==> src/rtl/snake_screen_sequencer_pkg.sv <==
// Shared constants for the snake screen sequencer: state codes, default
// timing parameters and the frame counter width.
package snake_screen_pkg;

    // Screen states; the numeric codes are exported on screen_state.
    typedef enum logic [2:0] {
        StStart  = 3'd0,
        StBlankG = 3'd1,
        StGame   = 3'd2,
        StOver   = 3'd3,
        StBlankS = 3'd4
    } screen_state_e;

    localparam int unsigned DefDebounceCycles = 800000;  // 20 ms at 40 MHz
    localparam int unsigned DefBlankFrames    = 2;
    localparam int unsigned DefOverHoldFrames = 180;     // 3 s at 60 Hz
    localparam int unsigned FrameCntW         = 10;

endpackage

==> src/rtl/snake_screen_sequencer_if.sv <==
// VGA bundle: both candidate sources (start screen, game renderer) and the
// pin-side outputs. The sequencer uses the master view.
interface snake_screen_sequencer_if;
    logic start_Vga_red, start_Vga_green, start_Vga_blue;
    logic start_Hsync_sig, start_Vsync_sig;
    logic game_Vga_red, game_Vga_green, game_Vga_blue;
    logic game_Hsync_sig, game_Vsync_sig;
    logic Vga_red, Vga_green, Vga_blue;
    logic Hsync_sig, Vsync_sig;

    modport master (
        input  start_Vga_red, start_Vga_green, start_Vga_blue,
        input  start_Hsync_sig, start_Vsync_sig,
        input  game_Vga_red, game_Vga_green, game_Vga_blue,
        input  game_Hsync_sig, game_Vsync_sig,
        output Vga_red, Vga_green, Vga_blue, Hsync_sig, Vsync_sig
    );

    modport slave (
        output start_Vga_red, start_Vga_green, start_Vga_blue,
        output start_Hsync_sig, start_Vsync_sig,
        output game_Vga_red, game_Vga_green, game_Vga_blue,
        output game_Hsync_sig, game_Vsync_sig,
        input  Vga_red, Vga_green, Vga_blue, Hsync_sig, Vsync_sig
    );
endinterface

==> src/rtl/snake_screen_sequencer_key_debounce.sv <==
// Active-low push-button conditioner: 2-flop synchroniser, stability
// counter, and a 1-cycle pulse on the debounced press (high->low).
module key_debounce
    import snake_screen_pkg::*;
#(
    parameter int unsigned DEBOUNCE_CYCLES = DefDebounceCycles
) (
    input  logic clk_i,
    input  logic rst_ni,
    input  logic key_ni,
    output logic press_o
);
    localparam int unsigned CntW = $clog2(DEBOUNCE_CYCLES + 1);

    logic [1:0]      sync_q;
    logic            stable_q, stable_d;
    logic [CntW-1:0] cnt_q, cnt_d;
    logic            press_q, press_d;

    // Accept a new level only after DEBOUNCE_CYCLES consecutive differing samples.
    always_comb begin
        cnt_d    = '0;
        stable_d = stable_q;
        press_d  = 1'b0;
        if (sync_q[1] != stable_q) begin
            if (cnt_q == CntW'(DEBOUNCE_CYCLES - 1)) begin
                stable_d = sync_q[1];
                press_d  = ~sync_q[1];
            end else begin
                cnt_d = cnt_q + 1'b1;
            end
        end
    end

    // Synchroniser and debounce state; the key idles released (high).
    always_ff @(posedge clk_i or negedge rst_ni) begin
        if (!rst_ni) begin
            sync_q   <= 2'b11;
            stable_q <= 1'b1;
            cnt_q    <= '0;
            press_q  <= 1'b0;
        end else begin
            sync_q   <= {sync_q[0], key_ni};
            stable_q <= stable_d;
            cnt_q    <= cnt_d;
            press_q  <= press_d;
        end
    end

    assign press_o = press_q;
endmodule

==> src/rtl/snake_screen_sequencer.sv <==
// Screen scheduler: START -> BLANK_G -> GAME -> OVER -> BLANK_S -> START.
// Picks the VGA source per state, switching only at start_Vsync_sig rising
// edges. Optional macro SNAKE_PAUSE_EN adds a pause toggle and game_pause.
module snake_screen_sequencer
    import snake_screen_pkg::*;
#(
    parameter int unsigned DEBOUNCE_CYCLES  = DefDebounceCycles,
    parameter int unsigned BLANK_FRAMES     = DefBlankFrames,
    parameter int unsigned OVER_HOLD_FRAMES = DefOverHoldFrames
) (
    input  logic       CLK_40M,
    input  logic       RSTn,
    input  logic       key_start,
    input  logic       game_over_sig,
    snake_screen_sequencer_if.master vga,
    output logic       game_rst_n,
    output logic       game_en,
`ifdef SNAKE_PAUSE_EN
    output logic       game_pause,
`endif
    output logic [2:0] screen_state
);
    logic [1:0]           vs_q;
    logic                 frame_boundary;
    logic                 key_press;
    screen_state_e        state_q, state_d;
    logic [FrameCntW-1:0] cnt_q, cnt_d, cnt_inc;
    logic                 req_q, req_d;
    logic                 skip_q, skip_d;
    logic [4:0]           pin_q, pin_d;  // {red, green, blue, hsync, vsync}
    logic                 game_rst_n_q, game_rst_n_d;
    logic                 game_en_q, game_en_d;
`ifdef SNAKE_PAUSE_EN
    logic                 paused_q, paused_d;
`endif

    key_debounce #(
        .DEBOUNCE_CYCLES(DEBOUNCE_CYCLES)
    ) u_key (
        .clk_i  (CLK_40M),
        .rst_ni (RSTn),
        .key_ni (key_start),
        .press_o(key_press)
    );

    assign frame_boundary = vs_q[0] & ~vs_q[1];
    assign cnt_inc = (cnt_q == '1) ? cnt_q : cnt_q + 1'b1;

    // Next-state logic for the screen FSM and its frame counter.
    always_comb begin
        state_d = state_q;
        cnt_d   = cnt_q;
        req_d   = req_q;
        skip_d  = skip_q;
`ifdef SNAKE_PAUSE_EN
        paused_d = paused_q;
`endif
        case (state_q)
            StStart: begin
                if (key_press) req_d = 1'b1;
                if (frame_boundary && req_q) begin
                    state_d = StBlankG;
                    req_d   = 1'b0;
                    cnt_d   = '0;
                end
            end
            StBlankG: begin
                if (frame_boundary) begin
                    cnt_d = cnt_inc;
                    if (cnt_inc >= FrameCntW'(BLANK_FRAMES)) begin
                        state_d = StGame;
                        cnt_d   = '0;
                    end
                end
            end
            StGame: begin
`ifdef SNAKE_PAUSE_EN
                if (key_press && !(frame_boundary && game_over_sig)) paused_d = ~paused_q;
`endif
                if (frame_boundary && game_over_sig) begin
                    state_d = StOver;
                    cnt_d   = '0;
                end
            end
            StOver: begin
                if (key_press) skip_d = 1'b1;
                if (frame_boundary) begin
                    cnt_d = cnt_inc;
                    if (skip_q || key_press || cnt_inc >= FrameCntW'(OVER_HOLD_FRAMES)) begin
                        state_d = StBlankS;
                        cnt_d   = '0;
                        skip_d  = 1'b0;
                    end
                end
            end
            StBlankS: begin
                if (frame_boundary) begin
                    cnt_d = cnt_inc;
                    if (cnt_inc >= FrameCntW'(BLANK_FRAMES)) begin
                        state_d = StStart;
                        cnt_d   = '0;
                    end
                end
            end
            default: state_d = StStart;
        endcase
`ifdef SNAKE_PAUSE_EN
        if (state_d != StGame) paused_d = 1'b0;
`endif
    end

    // Pin mux keyed on the next state so a switch lands right after the boundary.
    always_comb begin
        pin_d        = '0;
        game_rst_n_d = (state_d == StGame) || (state_d == StOver);
        game_en_d    = (state_d == StGame);
        case (state_d)
            StStart: pin_d = {vga.start_Vga_red, vga.start_Vga_green, vga.start_Vga_blue,
                              vga.start_Hsync_sig, vga.start_Vsync_sig};
            StBlankG, StBlankS: pin_d = {3'b000, vga.start_Hsync_sig, vga.start_Vsync_sig};
            StGame, StOver: pin_d = {vga.game_Vga_red, vga.game_Vga_green, vga.game_Vga_blue,
                                     vga.game_Hsync_sig, vga.game_Vsync_sig};
            default: pin_d = '0;
        endcase
`ifdef SNAKE_PAUSE_EN
        if (paused_d) begin
            pin_d[3]  = 1'b0;
            game_en_d = 1'b0;
        end
`endif
    end

    // State, counters and registered pins.
    always_ff @(posedge CLK_40M or negedge RSTn) begin
        if (!RSTn) begin
            vs_q         <= 2'b00;
            state_q      <= StStart;
            cnt_q        <= '0;
            req_q        <= 1'b0;
            skip_q       <= 1'b0;
            pin_q        <= '0;
            game_rst_n_q <= 1'b0;
            game_en_q    <= 1'b0;
`ifdef SNAKE_PAUSE_EN
            paused_q     <= 1'b0;
`endif
        end else begin
            vs_q         <= {vs_q[0], vga.start_Vsync_sig};
            state_q      <= state_d;
            cnt_q        <= cnt_d;
            req_q        <= req_d;
            skip_q       <= skip_d;
            pin_q        <= pin_d;
            game_rst_n_q <= game_rst_n_d;
            game_en_q    <= game_en_d;
`ifdef SNAKE_PAUSE_EN
            paused_q     <= paused_d;
`endif
        end
    end

    assign {vga.Vga_red, vga.Vga_green, vga.Vga_blue, vga.Hsync_sig, vga.Vsync_sig} = pin_q;
    assign game_rst_n   = game_rst_n_q;
    assign game_en      = game_en_q;
    assign screen_state = state_q;
`ifdef SNAKE_PAUSE_EN
    assign game_pause   = paused_q;
`endif
endmodule

==> src/flat_wrapper.sv <==
// flat-port wrapper written by rule: the top's interface ports become plain ports
module snake_screen_sequencer_flat import snake_screen_pkg::*;
#(
    parameter int unsigned DEBOUNCE_CYCLES  = DefDebounceCycles,
    parameter int unsigned BLANK_FRAMES     = DefBlankFrames,
    parameter int unsigned OVER_HOLD_FRAMES = DefOverHoldFrames
)
  (CLK_40M, RSTn, key_start, game_over_sig, game_rst_n, game_en, screen_state, vga_start_Vga_red, vga_start_Vga_green, vga_start_Vga_blue, vga_start_Hsync_sig, vga_start_Vsync_sig, vga_game_Vga_red, vga_game_Vga_green, vga_game_Vga_blue, vga_game_Hsync_sig, vga_game_Vsync_sig, vga_Vga_red, vga_Vga_green, vga_Vga_blue, vga_Hsync_sig, vga_Vsync_sig);
  snake_screen_sequencer_if vga_i ();
  input  logic CLK_40M;
  input  logic RSTn;
  input  logic key_start;
  input  logic game_over_sig;
  output logic game_rst_n;
  output logic game_en;
  output logic [2:0] screen_state;
  input wire logic [$bits(vga_i.start_Vga_red)-1:0] vga_start_Vga_red;
  input wire logic [$bits(vga_i.start_Vga_green)-1:0] vga_start_Vga_green;
  input wire logic [$bits(vga_i.start_Vga_blue)-1:0] vga_start_Vga_blue;
  input wire logic [$bits(vga_i.start_Hsync_sig)-1:0] vga_start_Hsync_sig;
  input wire logic [$bits(vga_i.start_Vsync_sig)-1:0] vga_start_Vsync_sig;
  input wire logic [$bits(vga_i.game_Vga_red)-1:0] vga_game_Vga_red;
  input wire logic [$bits(vga_i.game_Vga_green)-1:0] vga_game_Vga_green;
  input wire logic [$bits(vga_i.game_Vga_blue)-1:0] vga_game_Vga_blue;
  input wire logic [$bits(vga_i.game_Hsync_sig)-1:0] vga_game_Hsync_sig;
  input wire logic [$bits(vga_i.game_Vsync_sig)-1:0] vga_game_Vsync_sig;
  output wire logic [$bits(vga_i.Vga_red)-1:0] vga_Vga_red;
  output wire logic [$bits(vga_i.Vga_green)-1:0] vga_Vga_green;
  output wire logic [$bits(vga_i.Vga_blue)-1:0] vga_Vga_blue;
  output wire logic [$bits(vga_i.Hsync_sig)-1:0] vga_Hsync_sig;
  output wire logic [$bits(vga_i.Vsync_sig)-1:0] vga_Vsync_sig;
  assign vga_i.start_Vga_red = vga_start_Vga_red;
  assign vga_i.start_Vga_green = vga_start_Vga_green;
  assign vga_i.start_Vga_blue = vga_start_Vga_blue;
  assign vga_i.start_Hsync_sig = vga_start_Hsync_sig;
  assign vga_i.start_Vsync_sig = vga_start_Vsync_sig;
  assign vga_i.game_Vga_red = vga_game_Vga_red;
  assign vga_i.game_Vga_green = vga_game_Vga_green;
  assign vga_i.game_Vga_blue = vga_game_Vga_blue;
  assign vga_i.game_Hsync_sig = vga_game_Hsync_sig;
  assign vga_i.game_Vsync_sig = vga_game_Vsync_sig;
  assign vga_Vga_red = vga_i.Vga_red;
  assign vga_Vga_green = vga_i.Vga_green;
  assign vga_Vga_blue = vga_i.Vga_blue;
  assign vga_Hsync_sig = vga_i.Hsync_sig;
  assign vga_Vsync_sig = vga_i.Vsync_sig;
  snake_screen_sequencer #(.DEBOUNCE_CYCLES(DEBOUNCE_CYCLES), .BLANK_FRAMES(BLANK_FRAMES), .OVER_HOLD_FRAMES(OVER_HOLD_FRAMES)) u_core (.CLK_40M(CLK_40M), .RSTn(RSTn), .key_start(key_start), .game_over_sig(game_over_sig), .vga(vga_i), .game_rst_n(game_rst_n), .game_en(game_en), .screen_state(screen_state));
endmodule
==> config.mk <==
export PLATFORM = sky130hd
export DESIGN_NAME = snake_screen_sequencer_flat
export DESIGN_NICKNAME = d
export VERILOG_FILES = /design/src/rtl/snake_screen_sequencer_pkg.sv /design/src/rtl/snake_screen_sequencer_if.sv /design/src/rtl/snake_screen_sequencer_key_debounce.sv /design/src/rtl/snake_screen_sequencer.sv /design/src/flat_wrapper.sv
export SDC_FILE = /design/constraint.sdc
export NUM_CORES = 1
export LEC_CHECK = 0
export ABC_AREA = 1
export BUFFER_PORTS_ARGS = -buffer_cell sky130_fd_sc_hd__buf_2
export CORE_MARGIN = 3
export CORE_UTILIZATION = 59
export DETAILED_ROUTE_END_ITERATION = 10
export PLACE_DENSITY = 0.79
export SLEW_MARGIN = 10
export SYNTH_ARGS = -nofsm -noshare
export SYNTH_HDL_FRONTEND = slang
export SYNTH_SLANG_ARGS = --single-unit
==> constraint.sdc <==
create_clock -name CLK_40M -period 2.3 [get_ports CLK_40M]
set_input_delay 0.23 -clock CLK_40M [delete_from_list [all_inputs] [get_ports CLK_40M]]
set_output_delay 0.23 -clock CLK_40M [all_outputs]
set_load 0.01 [all_outputs]
Word-level counts from Yosys, hierarchy flattened --
Index checks and enable logic that the tools add are counted. W data, S select, Z words.
Storage, ports and cells: bits in registers 48, input port bits 14, output and inout port bits 10, word-level logic and storage cells 76
Operators by class: add/sub/neg operators 2, order comparisons 2, equal/unequal tests 15, muxes and demuxes 27, bitwise operators 3, reduce and logical (&&, ||, !) cells 15
Operators with widths (count):
- $mux W10 | 7
- $mux W20 | 2
- $pmux W10 S4 | 1
- $mux W3 | 8
- $add A20 B1 Y20 const B | 1
- $eq A20 B20 Y1 const B | 1
- $pmux W3 S5 | 1
- $pmux W5 S3 | 1
- $eq A3 B2 Y1 const B | 4
- $add A10 B1 Y10 const B | 1
- $eq A10 B10 Y1 const B | 1
- $ge A10 B2 Y1 const B | 1
- $ge A10 B8 Y1 const B | 1
- $ne A2 B1 Y1 const B | 4
- $mux W1 | 7
- $eq A3 B1 Y1 const B | 2
- $eq A3 B3 Y1 const B | 2
- $logic_not A3 Y1 | 2
- $reduce_or A2 Y1 | 3
- $reduce_and A5 Y1 | 1
- $reduce_and A2 Y1 | 2
- $reduce_bool A4 Y1 | 1
- $logic_or A1 B1 Y1 | 3
- $logic_and A1 B1 Y1 | 2
- 4 further kinds | 5

Depth between registers and ports, before layout --
Gate-level depths: netlist of run 1.
depth in word-level cells 10, gate-level depth with buffers 16, depth with buffers taken out 16

Hierarchy --
From an unflattened synthesis of run 1, not the netlist that was laid out.
Second synthesis, totals: cell total of the unflattened synthesis 372, area, all modules 2829.0 um^2
Modules (own cells, without submodules):
- snake_screen_sequencer | instances 1, cells an instance 202, area each 1503.9 um^2, seq. area each 600.6 um^2
- key_debounce | instances 1, cells an instance 170, area each 1325.0 um^2, seq. area each 604.3 um^2

Worst setup path after synthesis of run 1 --
OpenSTA, ideal clock, no wires.
kind reg-to-reg, from reg u_core.cnt_q[0], to reg u_core.pin_q[2], setup time 0.065 ns, arrival time 1.848 ns, data required time 2.235 ns, slack 0.387 ns, cell stages (with the launch flop) 16, path buffers 0, period minus slack after synthesis 1.913 ns, path through dfrtp_1 ha_1 nand2_2 nor2_4 nand3_4 nand2_1 inv_1 nand2_1 nand3_1 nand2_2 nand2_2 nand2_2 nand3_4 nor2_4 nand3_1 nand2_1
On the way: cells in the longest elaborated chain, start to end 10, elaborated cells between the ends (all ways) 21, classes of those cells add/sub: 1; order compare: 2; eq/ne: 5; mux: 9; reduce/logical: 4
RTL lines:
- start: declaration | RTL line snake_screen_sequencer.sv:27 | logic [FrameCntW-1:0] cnt_q, cnt_d, cnt_inc;
- start signal: assignment | RTL line snake_screen_sequencer.sv:150 | cnt_q <= cnt_d;
- $add A10 B1 Y10 / $eq A10 B10 Y1 (equally long branches) | RTL line snake_screen_sequencer.sv:47 | assign cnt_inc = (cnt_q == '1) ? cnt_q : cnt_q + 1'b1;
- $mux W10 * | RTL line snake_screen_sequencer.sv:47
- $ge A10 B8 Y1 | RTL line snake_screen_sequencer.sv:89 | if (skip_q || key_press || cnt_inc >= FrameCntW'(OVER_HOLD_FRAMES)) begin
- $logic_or A1 B1 Y1 | RTL line snake_screen_sequencer.sv:89
- $mux W3 | RTL line snake_screen_sequencer.sv:89
- $mux W3 | RTL line snake_screen_sequencer.sv:87 | if (frame_boundary) begin
- $pmux W3 S5 * | RTL line snake_screen_sequencer.sv:58 | case (state_q)
- named net u_core.state_d[1] | RTL line snake_screen_sequencer.sv:26 | screen_state_e state_q, state_d;
- $eq A3 B2 Y1, or another cell as far along | RTL line snake_screen_sequencer.sv:117 | case (state_d)
- $reduce_or A2 Y1 | RTL line snake_screen_sequencer.sv:117
- $pmux W5 S3 * | RTL line snake_screen_sequencer.sv:117
- named net u_core.pin_d[2] | RTL line snake_screen_sequencer.sv:30 | logic [4:0] pin_q, pin_d;
- end signal: assignment | RTL line snake_screen_sequencer.sv:153 | pin_q <= pin_d;
- end: declaration | RTL line snake_screen_sequencer.sv:30
The timed path passes the listed nets; every way through them passes the cells marked *. A chain may end at the register's enable or synchronous reset.

Worst setup path in the final report of run 1 --
from reg u_core.cnt_q[1], to reg u_core.pin_q[4]
On the way: cells in the longest elaborated chain, start to end 10, elaborated cells between the ends (all ways) 21, classes of those cells add/sub: 1; order compare: 2; eq/ne: 5; mux: 9; reduce/logical: 4
RTL lines (RTL line):
- $add A10 B1 Y10 / $eq A10 B10 Y1 (equally long branches) | snake_screen_sequencer.sv:47
- $mux W10 * | snake_screen_sequencer.sv:47
- $ge A10 B8 Y1 | snake_screen_sequencer.sv:89
- $logic_or A1 B1 Y1 | snake_screen_sequencer.sv:89
- $mux W3 | snake_screen_sequencer.sv:89
- $mux W3 | snake_screen_sequencer.sv:87
- $pmux W3 S5 * | snake_screen_sequencer.sv:58
- $eq A3 B2 Y1, or another cell as far along | snake_screen_sequencer.sv:117
- $reduce_or A2 Y1 | snake_screen_sequencer.sv:117
- $pmux W5 S3 * | snake_screen_sequencer.sv:117
- named net u_core.pin_d[4] | snake_screen_sequencer.sv:30
Marked as above.

==> metrics.txt, run 1 <==
outcome=finished, final reports clean; DP Wirelength=between 3 and 4 mm; io pins=24; row count=23; pin count of the biggest net entering global routing=~50; Area contributors post-synth=dfrtp_1 44%, nand2_1 11%, inv_1 7.2%, nor2_1 5.9%, nand3_1 5.5%; Worst-path clk slew=0.09 ns; Yosys warnings=0; DR vias=approximately 2300; post-route insts no fill=roughly 420; Final Hold Vio Count=0; most common cell in the synthesized netlist=nand2_1; Area Growth Syn to Fin=16.2%; die area=a little over 5000 um2; top-area cell type share of the netlist area=44.0%; critical-path maximum fanout=7; Worst Skew=between 0.007 and 0.008 ns; CTS Buf Count=5; fin crit share=roughly 93%; max_cap viols=0; global route overflow=0; cell taking the most area after synthesis=dfrtp_1; Initial Util=between 60 and 70%; Required @ worst endpoint=approximately 2.5 ns; CTS Buffer Depth=2; Syn Area/Cell=around 8 um2; dpl cells=roughly 400; hold_buf cts=0; Synth async-reset ratio=100%; total track usage=22.4%; initial antenna violation count=0; Residual DRC=0; number of synthesized flops with an enable pin=0; Seq cells post-synth=48; Synth Instances=around 330; DRT antenna net count=0; crit path time final=around 2.1 ns; vias in the first global route=2180; share of layout cells above drive strength 1=between 10% and 20%; Worst setup EP type=register; Via density=around 5.5; CTS tree=done; gp weighted congestion=0.884; max-slew violation count=0; root buf cell=clkbuf_8; Syn Nets=344; Vert. Die Dim=71.9 um; CP Data Arrival Time=2.35 ns; crit path launch type=register; Mapped Area=2560 um2; Die W=roughly 72 um; starting DRC count in detailed routing=between 200 and 250; final setup violation count=0; routed wire length=5.49 mm; PD cells=748 nW/um2; Leakage=~1.5 nW; top cells by count, synth=74 x nand2_1, 49 x inv_1, 45 x dfrtp_1, 40 x nor2_1, 28 x nand3_1; RSZ-0062 raised after global routing=yes; Slew HR=60.4%; sequential share of the synthesized area=47.1%; top_reg_cell synth=dfrtp_1; CTS H-Tree Depth=2; final core occ=approximately 73%; HP Class=primary input to async pin; peak supply drop=about 0.56 mV; # clock sinks=48; pin slew with the least headroom to its limit=0.594 ns; Reg2Reg Depth=15; wire per inst=~13 um; DR pass1 iterations=6; first-pass GRT wire length=about 9.3 mm; core area=a little over 4000 um2; Final nets=380; worst skew pair latency=0.30 ns; Port-buffer cells=23; Yosys cell types=35; number of diodes=0; max frequency=around 470 MHz; Setup Crit Path Kind=register to register
==> state kept, by name (all words and copies together), names as in the netlist <==
name and cells:
u_core.screen_state 3, u_core.u_key.sync_q 2, u_core.cnt_q 10, u_core.u_key.cnt_q 20, u_core.u_key.press_o 1, u_core.vs_q 2, u_core.req_q 1, u_core.game_rst_n 1
u_core.skip_q 1, u_core.game_en 1, u_core.pin_q 5, u_core.u_key.stable_q 1
==> worst paths after layout <==
| kind | startpoint | endpoint | slack (ns) |
|---|---|---|---|
| worst min register to register | u_core.u_key.sync_q[0] | u_core.u_key.sync_q[1] | 0.37 |
| min in group CLK_40M | key_start | u_core.u_key.sync_q[0] | 0.02 |
| worst max register to register | u_core.cnt_q[1] | u_core.pin_q[4] | 0.15 |
| worst max-delay path | u_core.cnt_q[1] | u_core.pin_q[4] | 0.15 |
| worst min-delay path | RSTn | u_core.u_key.cnt_q[5] | 0.01 |
| max in group asynchronous | RSTn | u_core.cnt_q[1] | 1.86 |
==> power breakdown <==
part	switching, W	total, W	internal (W)
Sequential	0.0000447	0.000974	0.000929
Combinational	0.000389	0.000602	0.000213
Clock	0.000294	0.000650	0.000356
Total	0.000728	0.00223	0.00150
==> kinds of logic (layout without fill, tap and decap cells) <==
group	count (synthesis)	after routing	synth area share, %
compound gates	42	42	9.73
xor+xnor	7	7	2.39
fa+ha+maj	2	2	0.977
buf+inv	51	87	7.48
flops	48	48	47.1
mux	1	1	0.391
simple gates	177	178	32.0
==> per-layer routing <==
metal | global-route usage (%) | up-vias | share of wire, %
met3 | 4.49 | 9 | 4.5
met2 | 36.8 | 73 | 47
met5 | 0 | - | 0
met1 | 30.0 | 1068 | 47
li1 | - | 1137 | -
met4 | 7.10 | 0 | 1.4
==> stage by stage <==
stage	TNS (ns)	worst slack, ns	total power, W	instance area (um2)	hold WS (ns)
floorplan	0	0.387	0.00134	2560	-0.0656
global placement	0	0.134	0.00152	2750	0.337
detailed placement	0	0.0879	0.00153	2750	0.336
CTS	0	0.0594	0.00218	2870	0.00978
global route	-0.0519	-0.0244	0.00236	2980	0.00752
finish	0	0.152	0.00223	2980	0.0129
==> worst max-delay path, stage by stage (launching register included) <==
cell and delay, ns:
dfrtp_2 0.45, ha_4 0.17, nand2_2 0.08, nor2_4 0.18, nand3_4 0.14, nand3_1 0.16, nand2_1 0.09, nand2_1 0.06
nor2_1 0.04, nand2_2 0.11, nand2_2 0.09, nand2_4 0.13, buf_4 0.12, nand3_2 0.08, nand2_1 0.09, nand2_1 0.05
==> layout make-up <==
class | count | area [um2]
multi-input cells | 230 | 1240
flip-flops and latches | 48 | 1210
fillers | 326 | 1110
inverters | 50 | 188
repair buffers | 29 | 160
clock buffers | 6 | 82.6
well taps | 50 | 62.6
clock inverters | 2 | 38.8
==> timing repair <==
item,CTS,global route
setup endpoints to repair,0,20
resized for setup,0,20
buffers inserted,0,4
==> placed cells by master, fill, tap and decap left out, types with 3 or more instances in the layout <==
cell and count:
o21a_1 3, nand2_1 70, dfrtp_1 43, nand2_2 8, nand4_1 7, nor2_1 34, nor4_1 3, clkbuf_8 6
a31oi_1 4, nor2_2 8, xor2_1 5, a21oi_1 10, dfstp_2 3, nor3_1 8, o21ai_0 14, nand3_4 3
inv_1 49, o21ai_1 5, nand3_1 27, buf_2 23, buf_4 6
No activity file was read; power rests on OpenSTA's default activity.
==> run 2, diff against run 1 <==
CORE_UTILIZATION = 63   (was 59)
PLACE_DENSITY = 0.84   (was 0.79)
clock period = 2.72 ns   (was 2.3 ns; I/O delays follow)
==> run 2 against run 1 <==
  * Non-clock buffer count decreased by 5
  * Sequential cell count unchanged
  * Core utilization increased by 2.3 points
  * First-iteration DRC count increased by 7.8%
  * Sequential share of layout area increased by 1.6 points
  * Clock power decreased by 18%
  * Cell count decreased by 1.9%
  * Cell area decreased by 4.1%
  * Via count increased by 1.1%
==> metrics.txt, run 2 (same netlist as run 1, synthesis figures left out) <==
outcome=finished, final reports clean; Residual DRC=0 (unchanged); CTS Buf Count=5 (unchanged); Final nets=374 (-1.6%); CP delay by family, top=simple AND/OR/NAND/NOR gates; Resized Gates After CTS=0 (unchanged); Worst-path clk slew=0.09 ns (about the same); routed wire length=5.50 mm (+0.26%); root buf cell=clkbuf_8; Initial Util=67.4% (+4.7 points); gp weighted congestion=1.01 (+15%); global route overflow=0 (unchanged); DRT antenna net count=0 (unchanged); CP max-delay cell=dfrtp_1; io pins=24 (unchanged); final worst slack=0.432 ns (+0.280 ns); vias in the first global route=2203 (+1.1%); share of layout cells above drive strength 1=14.5% (-5.2 points); Final Hold Vio Count=0 (unchanged); DR vias=2313 (+1.1%); final core occ=75.1% (+2.3 points); dpl cell area=2740 um2 (-0.36%); total power=0.00181 W (-19%); DR pass1 iterations=5 (-1); Placement Setup Slack=0.560 ns (+0.472 ns); Die W=69.7 um (-3.0%); setup TNS=0 ns (unchanged); HP Class=primary input to register; most common cell after layout, fill and taps aside=nand2_1; die area=4860 um2 (-5.8%); pin count of the biggest net entering global routing=49 (unchanged); total track usage=24.3% (+1.9 points); Required @ worst endpoint=2.92 ns (+0.42 ns); Port-buffer cells=23 (unchanged); core area=3800 um2 (-7.0%); CTS tree=done; CP max stage delay=0.46 ns (about the same); DP Wirelength=3.93 mm (+4.6%); max_cap viols=0 (unchanged); Worst Skew=0.00727 ns (-0.000233 ns); Top reg by flops=u_core.u_key.cnt_q; Post-CTS Repair Setup Buffers=0 (unchanged); wire per inst=13.5 um (+2.2%); final setup violation count=0 (unchanged); Regs by FF count=u_core.u_key.cnt_q (20), u_core.cnt_q (10), u_core.pin_q (5); Via density=5.68 (+3.1%); crit path time final=2.29 ns (+0.140 ns); hold_buf cts=0 (unchanged); initial antenna violation count=0 (unchanged); Vert. Die Dim=69.7 um (-3.0%); critical-path maximum fanout=7 (unchanged); crit path cell chain=ha_1 > nand2_2 > nor2_4 > nand2_1 > nand2_1 > o21ai_1 > inv_1 > nand2_1 > nor2_1 > nand2_1 > o22ai_2 > nand3_1 > o21ai_0; Worst setup EP type=register; crit path launch type=register; WP buf/inv=1 (unchanged); max frequency=437 MHz (-6.1%); Area Growth Syn to Fin=11.5%; number of diodes=0 (unchanged); Leakage=1.41 nW (-2.6%); most frequent cells in the layout=74 x nand2_1, 49 x inv_1, 45 x dfrtp_1; max-slew violation count=0 (unchanged); row count=22 (-4.3%); filler instances=292 (-10%); CTS H-Tree Depth=2 (unchanged); worst skew pair latency=0.31 ns (about the same); pin slew with the least headroom to its limit=1.04 ns (+0.442 ns); first-pass GRT wire length=9.62 mm (+3.9%); max reg flops=20 (unchanged); most used cell, CP=nand2_1; peak supply drop=0.673 mV (+20%); starting DRC count in detailed routing=234 (+7.8%); PD cells=633 nW/um2 (-15%); CTS Buffer Depth=2 (unchanged); R2R setup slack=0.43 ns (+0.28 ns); Setup Crit Path Kind=register to register; fin crit share=84.1% (-9.3 points); RSZ-0062 raised after global routing=no; CP Data Arrival Time=2.49 ns (+0.14 ns); post-route cell area=2850 um2 (-4.1%); # clock sinks=48 (unchanged); Slew HR=30.9% (-29 points)
[run 2: changes by cell type in the layout (fill, tap and decap cells not counted), moves of 3 or more]
cell	before	now
nor2_1	34	40
nor2_2	8	2
nand2_2	8	5
nand2_1	70	74
buf_4	6	1
[run 2: final timing paths]
kind                                   startpoint                      to  depth (start not counted)
min reg2reg                u_core.u_key.sync_q[0]  u_core.u_key.sync_q[1]                          0
max                               u_core.cnt_q[1]         u_core.cnt_q[6]                         13
max reg2reg                       u_core.cnt_q[1]         u_core.cnt_q[6]                         13
min                                     key_start  u_core.u_key.sync_q[0]                          1
min in group asynchronous                    RSTn   u_core.u_key.cnt_q[4]                          1
max in group asynchronous                    RSTn  u_core.u_key.cnt_q[15]                          1
[run 2: power by group]
part | switching (W) | total [W] | internal (W)
Clock | 0.000256 | 0.000533 | 0.000277
Sequential | 0.0000410 | 0.000826 | 0.000785
Combinational | 0.000304 | 0.000449 | 0.000145
Total | 0.000601 | 0.00181 | 0.00121
[run 2: metrics by stage]
step | hold slack [ns] | instances
2_1_floorplan | -0.0236 | 328
3_3_place_gp | 0.356 | 399
3_5_place_dp | 0.355 | 399
4_1_cts | 0.0620 | 407
5_1_grt | 0.0553 | 407
6_report | 0.0656 | 407
[run 2: cell type report]
type	instances	area [um2]	share of cell area, %
repair buffers	24	123	4.30
multi-input cells	229	1160	40.8
clock inverters	3	46.3	1.62
well taps	48	60.1	2.10
inverters	50	188	6.58
clock buffers	5	68.8	2.41
flip-flops and latches	48	1200	42.2
[run 2: metal layers]
metal,share of wire (%),vias up,wire (um),track usage [%]
li1,-,1126,-,-
met5,0,-,0,0
met2,48,91,2660,39.0
met4,2.2,0,123,10.9
met3,6.6,17,362,4.93
met1,43,1079,2360,31.9
